File: src/rtl/fsm_control_transaccion.sv
// ----------------------------------------------------------------------------
// fsm_control_transaccion
//
// Main control state machine for the transaction layer. It walks the layer
// through RESET -> INIT (threshold configuration) -> IDLE <-> ACTIVE. It drives
// the almost-full and almost-empty thresholds to every FIFO, and it enables the
// arbiter only while at least one FIFO holds data. Any FIFO error, or an
// invalid threshold pair, freezes the layer in ERROR until reset_L is asserted.
//
// Ports
//   clk           : single clock, rising edge
//   reset_L       : asynchronous active-low reset
//   init          : request to enter or stay in configuration
//   umbral_af_in  : almost-full threshold to load while in INIT
//   umbral_ae_in  : almost-empty threshold to load while in INIT
//   fifo_empty    : per-FIFO empty flags
//   fifo_error    : per-FIFO overflow/underflow pulses
//   estado        : one-hot state (RESET, INIT, IDLE, ACTIVE, ERROR)
//   umbral_af     : almost-full threshold driven to all FIFOs
//   umbral_ae     : almost-empty threshold driven to all FIFOs
//   arb_enable    : arbiter may pop/push (high only in ACTIVE)
//   idle          : layer quiescent (high only in IDLE)
//   error_out     : sticky mask of FIFOs that reported an error
//   cfg_error     : sticky flag, invalid threshold configuration seen
// ----------------------------------------------------------------------------
module fsm_control_transaccion #(
    parameter int N_FIFOS  = 8,
    parameter int UMBRAL_W = 3
) (
    input  logic                clk,
    input  logic                reset_L,
    input  logic                init,
    input  logic [UMBRAL_W-1:0] umbral_af_in,
    input  logic [UMBRAL_W-1:0] umbral_ae_in,
    input  logic [N_FIFOS-1:0]  fifo_empty,
    input  logic [N_FIFOS-1:0]  fifo_error,
    output logic [4:0]          estado,
    output logic [UMBRAL_W-1:0] umbral_af,
    output logic [UMBRAL_W-1:0] umbral_ae,
    output logic                arb_enable,
    output logic                idle,
    output logic [N_FIFOS-1:0]  error_out,
    output logic                cfg_error
);

    // The encoding is the externally visible estado value, so the state
    // register drives the port directly with no decode.
    typedef enum logic [4:0] {
        ST_RESET  = 5'b00001,
        ST_INIT   = 5'b00010,
        ST_IDLE   = 5'b00100,
        ST_ACTIVE = 5'b01000,
        ST_ERROR  = 5'b10000
    } state_e;

    state_e              state_q, state_d;
    logic [UMBRAL_W-1:0] af_q, af_d;
    logic [UMBRAL_W-1:0] ae_q, ae_d;
    logic [N_FIFOS-1:0]  err_q, err_d;
    logic                cfg_err_q, cfg_err_d;
    logic                arb_q;
    logic                idle_q;

    logic any_error;
    logic all_empty;
    logic cfg_valid;

    assign any_error = |fifo_error;
    assign all_empty = &fifo_empty;
    // Validity is judged on the thresholds already loaded, i.e. the values
    // currently being driven to the FIFOs.
    assign cfg_valid = (af_q != '0) && (ae_q < af_q);

    // ------------------------------------------------------------------------
    // Next-state logic. Branch order inside each state encodes the priority
    // error > init > empty.
    // ------------------------------------------------------------------------
    always_comb begin
        // NOTE: every signal assigned here gets a default first, so no path
        // leaves it unassigned and no latch is inferred.
        state_d   = state_q;
        af_d      = af_q;
        ae_d      = ae_q;
        cfg_err_d = cfg_err_q;
        // Error flags are ignored only in RESET; everywhere else, ERROR
        // included, new pulses accumulate into the sticky mask.
        err_d     = (state_q == ST_RESET) ? err_q : (err_q | fifo_error);

        unique case (state_q)
            ST_RESET: begin
                state_d = ST_INIT;
            end

            ST_INIT: begin
                if (any_error) begin
                    state_d = ST_ERROR;
                end else if (init) begin
                    af_d = umbral_af_in;
                    ae_d = umbral_ae_in;
                end else if (cfg_valid) begin
                    state_d = ST_IDLE;
                end else begin
                    state_d   = ST_ERROR;
                    cfg_err_d = 1'b1;
                end
            end

            ST_IDLE: begin
                if (any_error) begin
                    state_d = ST_ERROR;
                end else if (init) begin
                    state_d = ST_INIT;
                end else if (!all_empty) begin
                    state_d = ST_ACTIVE;
                end
            end

            ST_ACTIVE: begin
                if (any_error) begin
                    state_d = ST_ERROR;
                end else if (init) begin
                    state_d = ST_INIT;
                end else if (all_empty) begin
                    state_d = ST_IDLE;
                end
            end

            ST_ERROR: begin
                state_d = ST_ERROR;
            end

            // A corrupted encoding is treated like a fault: park in ERROR.
            default: begin
                state_d = ST_ERROR;
            end
        endcase
    end

    // ------------------------------------------------------------------------
    // State and registered Moore outputs. arb_enable/idle are decoded from
    // state_d so they switch on the same edge as estado.
    // ------------------------------------------------------------------------
    always_ff @(posedge clk or negedge reset_L) begin
        if (!reset_L) begin
            state_q   <= ST_RESET;
            af_q      <= '0;
            ae_q      <= '0;
            err_q     <= '0;
            cfg_err_q <= 1'b0;
            arb_q     <= 1'b0;
            idle_q    <= 1'b0;
        end else begin
            // NOTE: non-blocking assignments here so every register samples
            // the pre-edge values, independent of statement order.
            state_q   <= state_d;
            af_q      <= af_d;
            ae_q      <= ae_d;
            err_q     <= err_d;
            cfg_err_q <= cfg_err_d;
            arb_q     <= (state_d == ST_ACTIVE);
            idle_q    <= (state_d == ST_IDLE);
        end
    end

    assign estado     = state_q;
    assign umbral_af  = af_q;
    assign umbral_ae  = ae_q;
    assign arb_enable = arb_q;
    assign idle       = idle_q;
    assign error_out  = err_q;
    assign cfg_error  = cfg_err_q;

endmodule
File: config.mk
export PLATFORM = sky130hd
export DESIGN_NAME = fsm_control_transaccion
export DESIGN_NICKNAME = d
export VERILOG_FILES = /design/src/rtl/fsm_control_transaccion.sv
export SDC_FILE = /design/constraint.sdc
export NUM_CORES = 1
export LEC_CHECK = 0
export CORE_MARGIN = 5
export CORE_UTILIZATION = 41
export CTS_BUF_LIST = sky130_fd_sc_hd__clkbuf_2
export DETAILED_ROUTE_END_ITERATION = 6
export MAX_ROUTING_LAYER = met4
export PLACE_DENSITY = 0.78
export SYNTH_ARGS = -nofsm -noshare
export SYNTH_HDL_FRONTEND = slang
export SYNTH_SLANG_ARGS = --single-unit
File: constraint.sdc
create_clock -name clk -period 1.55 [get_ports clk]
set_input_delay 0.31 -clock clk [delete_from_list [all_inputs] [get_ports clk]]
set_output_delay 0.31 -clock clk [all_outputs]
set_load 0.005 [all_outputs]
==> metrics.yaml <==
setup_path:
  start_kind: "input port"
  crit_path_end_kind: "flop"
  cp_slowest_cell: "clkdlybuf4s50_1"
  cp.required_ps: 1790
  arrival_ps: 1740
  max_stage_delay_ps: 460
  cp_cell_sequence: "clkdlybuf4s50_1, nor4_4, buf_4, nand4_4, mux2_2"
  path_max_fanout: 6
  worstSetupPathType: "input port to flop"
sta:
  hold_viol: 0
  min_period_ps: 1500
  slew_violations: 0
  fin_skew_ps: 11.4
  period_share: 0.966
  final-setup-viol-count: 0
  rsz0062_at_grt: "true"
  fmax_ghz: 0.668
clock_tree:
  clock-sinks: 22
  htree_levels: 1
  hold_buffers: 0
  cts_tree: "done"
  cts_buffer_depth: 2
  cts-root-buf: "clkbuf_2"
  cts_buffers: 3
  clock_latency_ps: 340
  clk_pin_slew_ps: 210
route:
  first_pass_iters: 2
  final_antenna_net_count: 0
  drcViolationCount: 0
  vias: 865
  post_drt_wl_per_cell_um: 15.7
  wirelength_mm: 2.74
  viasPerCell: 4.97
  first_iter_violations: 21
place:
  finalWeightedCongestion: 0.876
  post_dp_cell_area_um2: 1520
  io_buffers: 46
  hpwl_mm: 2.07
die:
  initial_core_util: 0.430
  ios: 47
  core_um2: 2230
  die_w_um: 58.4
  die_h_um: 58.4
  rows: 17
  die_area_um2: 3410
global_route:
  use_met1: 0.181
  grtUsageMet2: 0.287
  grt_overflow: 0
  grt_antenna_before_repair: 0
  grt.total_usage: 0.161
  grt_first_pass_wirelength_mm: 4.12
  grt_max_degree: 13
  top_usage_layer: "met2"
  grt_pass1_vias: 950
  met3_usage: 0.0307
final_layout:
  fin_nets: 174
  stdcell_area_um2: 1690
  post_route_cells_drive_above_1_share: 0.267
  area_growth_pct: 76.1
  fillers: 153
  diodes: 0
synth:
  syn_area_um2: 960
  synth_cell_types: 26
  yosysSeqAreaShare: 0.575
  ys_seq_elements: 22
  yosysWarnings: 0
  synthCells: 75
  post_synth.cell_area_avg_um2: 12.8
  syn-num-nets: 102
power_and_ir_drop:
  power_density_nw_per_um2: 543
  irDropWorstVdd_v: 0.000477
  p_leak_nw: 0.855
  power_mw: 0.917
status:
  status: "finished, final reports clean"
job:
  maxCapViolations: 0
min_path:
  min_path_type: "input port to async pin"
==> per-stage QoR <==
stage          utilization  std cells  setup TNS [ps]  setup slack [ps]  hold WS [ps]
2_1_floorplan            -         75               0               210          14.4
3_3_place_gp         0.678        157           -3280              -316           438
3_5_place_dp         0.678        157           -4110              -382           448
4_1_cts              0.720        170           -22.7             -16.4           186
5_1_grt              0.757        174           -13.6             -13.6           156
6_report             0.757        174               0              51.9           168
==> state kept, by name (all words and copies together) (netlist names) <==
| signal | cells |
|---|---|
| arb_enable | 1 |
| idle | 1 |
| umbral_ae | 3 |
| umbral_af | 3 |
| estado | 5 |
| error_out | 8 |
| cfg_error | 1 |
==> path summary, 6_finish.rpt <==
kind | to | slack (ps) | start | depth (start not counted)
min | umbral_ae[2] | 170 | reset_L | 1
max reg2reg | estado[4] | 60 | umbral_ae[1] | 6
max in group asynchronous | estado[0] | 940 | reset_L | 2
min reg2reg | error_out[5] | 490 | error_out[5] | 1
max | umbral_ae[1] | 50 | fifo_error[7] | 5
min in group clk | error_out[5] | 270 | fifo_error[5] | 2
==> worst max-delay path, delay by kind of cell <==
| kind | cells | cell delay (ps) |
|---|---|---|
| muxes | 1 | 310 |
| and+or+nand+nor | 2 | 470 |
| buffers and inverters | 2 | 650 |
==> cells by family (layout without fill, tap and decap cells) <==
logic type / Yosys count / after routing / share of synthesized area
other: 1 / 1 / 0.00391
adder cells (fa/ha/maj): 2 / 2 / 0.0261
buffers and inverters: 3 / 74 / 0.0117
AND/OR/NAND/NOR: 24 / 24 / 0.186
AO/OA/AOI/OAI: 16 / 16 / 0.117
multiplexers: 6 / 6 / 0.0704
XOR/XNOR: 1 / 1 / 0.00913
flip-flops: 22 / 22 / 0.575
==> synth_stat cells <==
| cell type | number | share of area |
|---|---|---|
| and4bb_1 | 1 | 0.013 |
| nand2b_1 | 1 | 0.0065 |
| mux2_2 | 6 | 0.070 |
| xnor2_1 | 1 | 0.0091 |
| nand4_1 | 2 | 0.013 |
| o211a_1 | 1 | 0.010 |
| nand4_2 | 1 | 0.013 |
| o21ai_0 | 1 | 0.0052 |
| a21o_2 | 1 | 0.0091 |
| ha_1 | 2 | 0.026 |
| inv_1 | 3 | 0.012 |
| conb_1 | 1 | 0.0039 |
| nor3b_2 | 1 | 0.013 |
| a21o_1 | 8 | 0.063 |
| and2_1 | 1 | 0.0065 |
| nor3b_1 | 1 | 0.0078 |
| dfstp_2 | 1 | 0.027 |
| nand2_1 | 1 | 0.0039 |
| a21oi_1 | 4 | 0.021 |
| nand3_1 | 4 | 0.021 |
| nor3_1 | 3 | 0.016 |
| nor2_1 | 5 | 0.020 |
| and4_1 | 1 | 0.0091 |
| nor4_4 | 2 | 0.044 |
| o221ai_1 | 1 | 0.0091 |
| dfrtp_1 | 21 | 0.55 |
==> power by group <==
| group | internal (mW) | switching (mW) | leakage, nW |
|---|---|---|---|
| registers | 0.577 | 0.000804 | 0.257 |
| logic | 0.0701 | 0.0392 | 0.584 |
| clock network | 0.0561 | 0.174 | 0.0140 |
==> cells in the final DEF (no fill, tap or decap), types with 2 or more instances in the layout <==
cell              n
nand4_1           2
nor4_4            2
nand3_1           4
dlygate4sd2_1     7
inv_1             3
clkbuf_2          3
ha_1              2
a21o_1            8
dlymetal6s2s_1   15
a21oi_1           3
buf_4            21
nor2_1            5
dfrtp_1          21
mux2_2            6
nor3_1            3
clkdlybuf4s50_1  24
==> per-layer routing <==
| metal | wire length, um | vias up |
|---|---|---|
| met5 | 0 | - |
| met4 | 42 | 0 |
| met3 | 167 | 5 |
| met2 | 1470 | 27 |
| met1 | 1060 | 418 |
| li1 | - | 415 |
==> area by class of cell <==
class | instances | area, um2 | share of cell area
multi-input combinational | 50 | 427 | 0.252
sequential | 22 | 552 | 0.326
timing repair buffer | 67 | 647 | 0.383
tap | 28 | 35.0 | 0.0207
clock inverter | 1 | 3.75 | 0.00222
clock buffer | 3 | 15.0 | 0.00888
inverter | 3 | 11.3 | 0.00666
==> repair_timing <==
item / 4_1_cts / 5_1_grt
resized for setup: 9 / 18
buffers inserted: 9 / 4
pin swaps: 0 / 2
endpoints found under the setup margin: 18 / 25
hold endpoints to repair: 0 / 0
No activity file was read; power rests on OpenSTA's default activity.
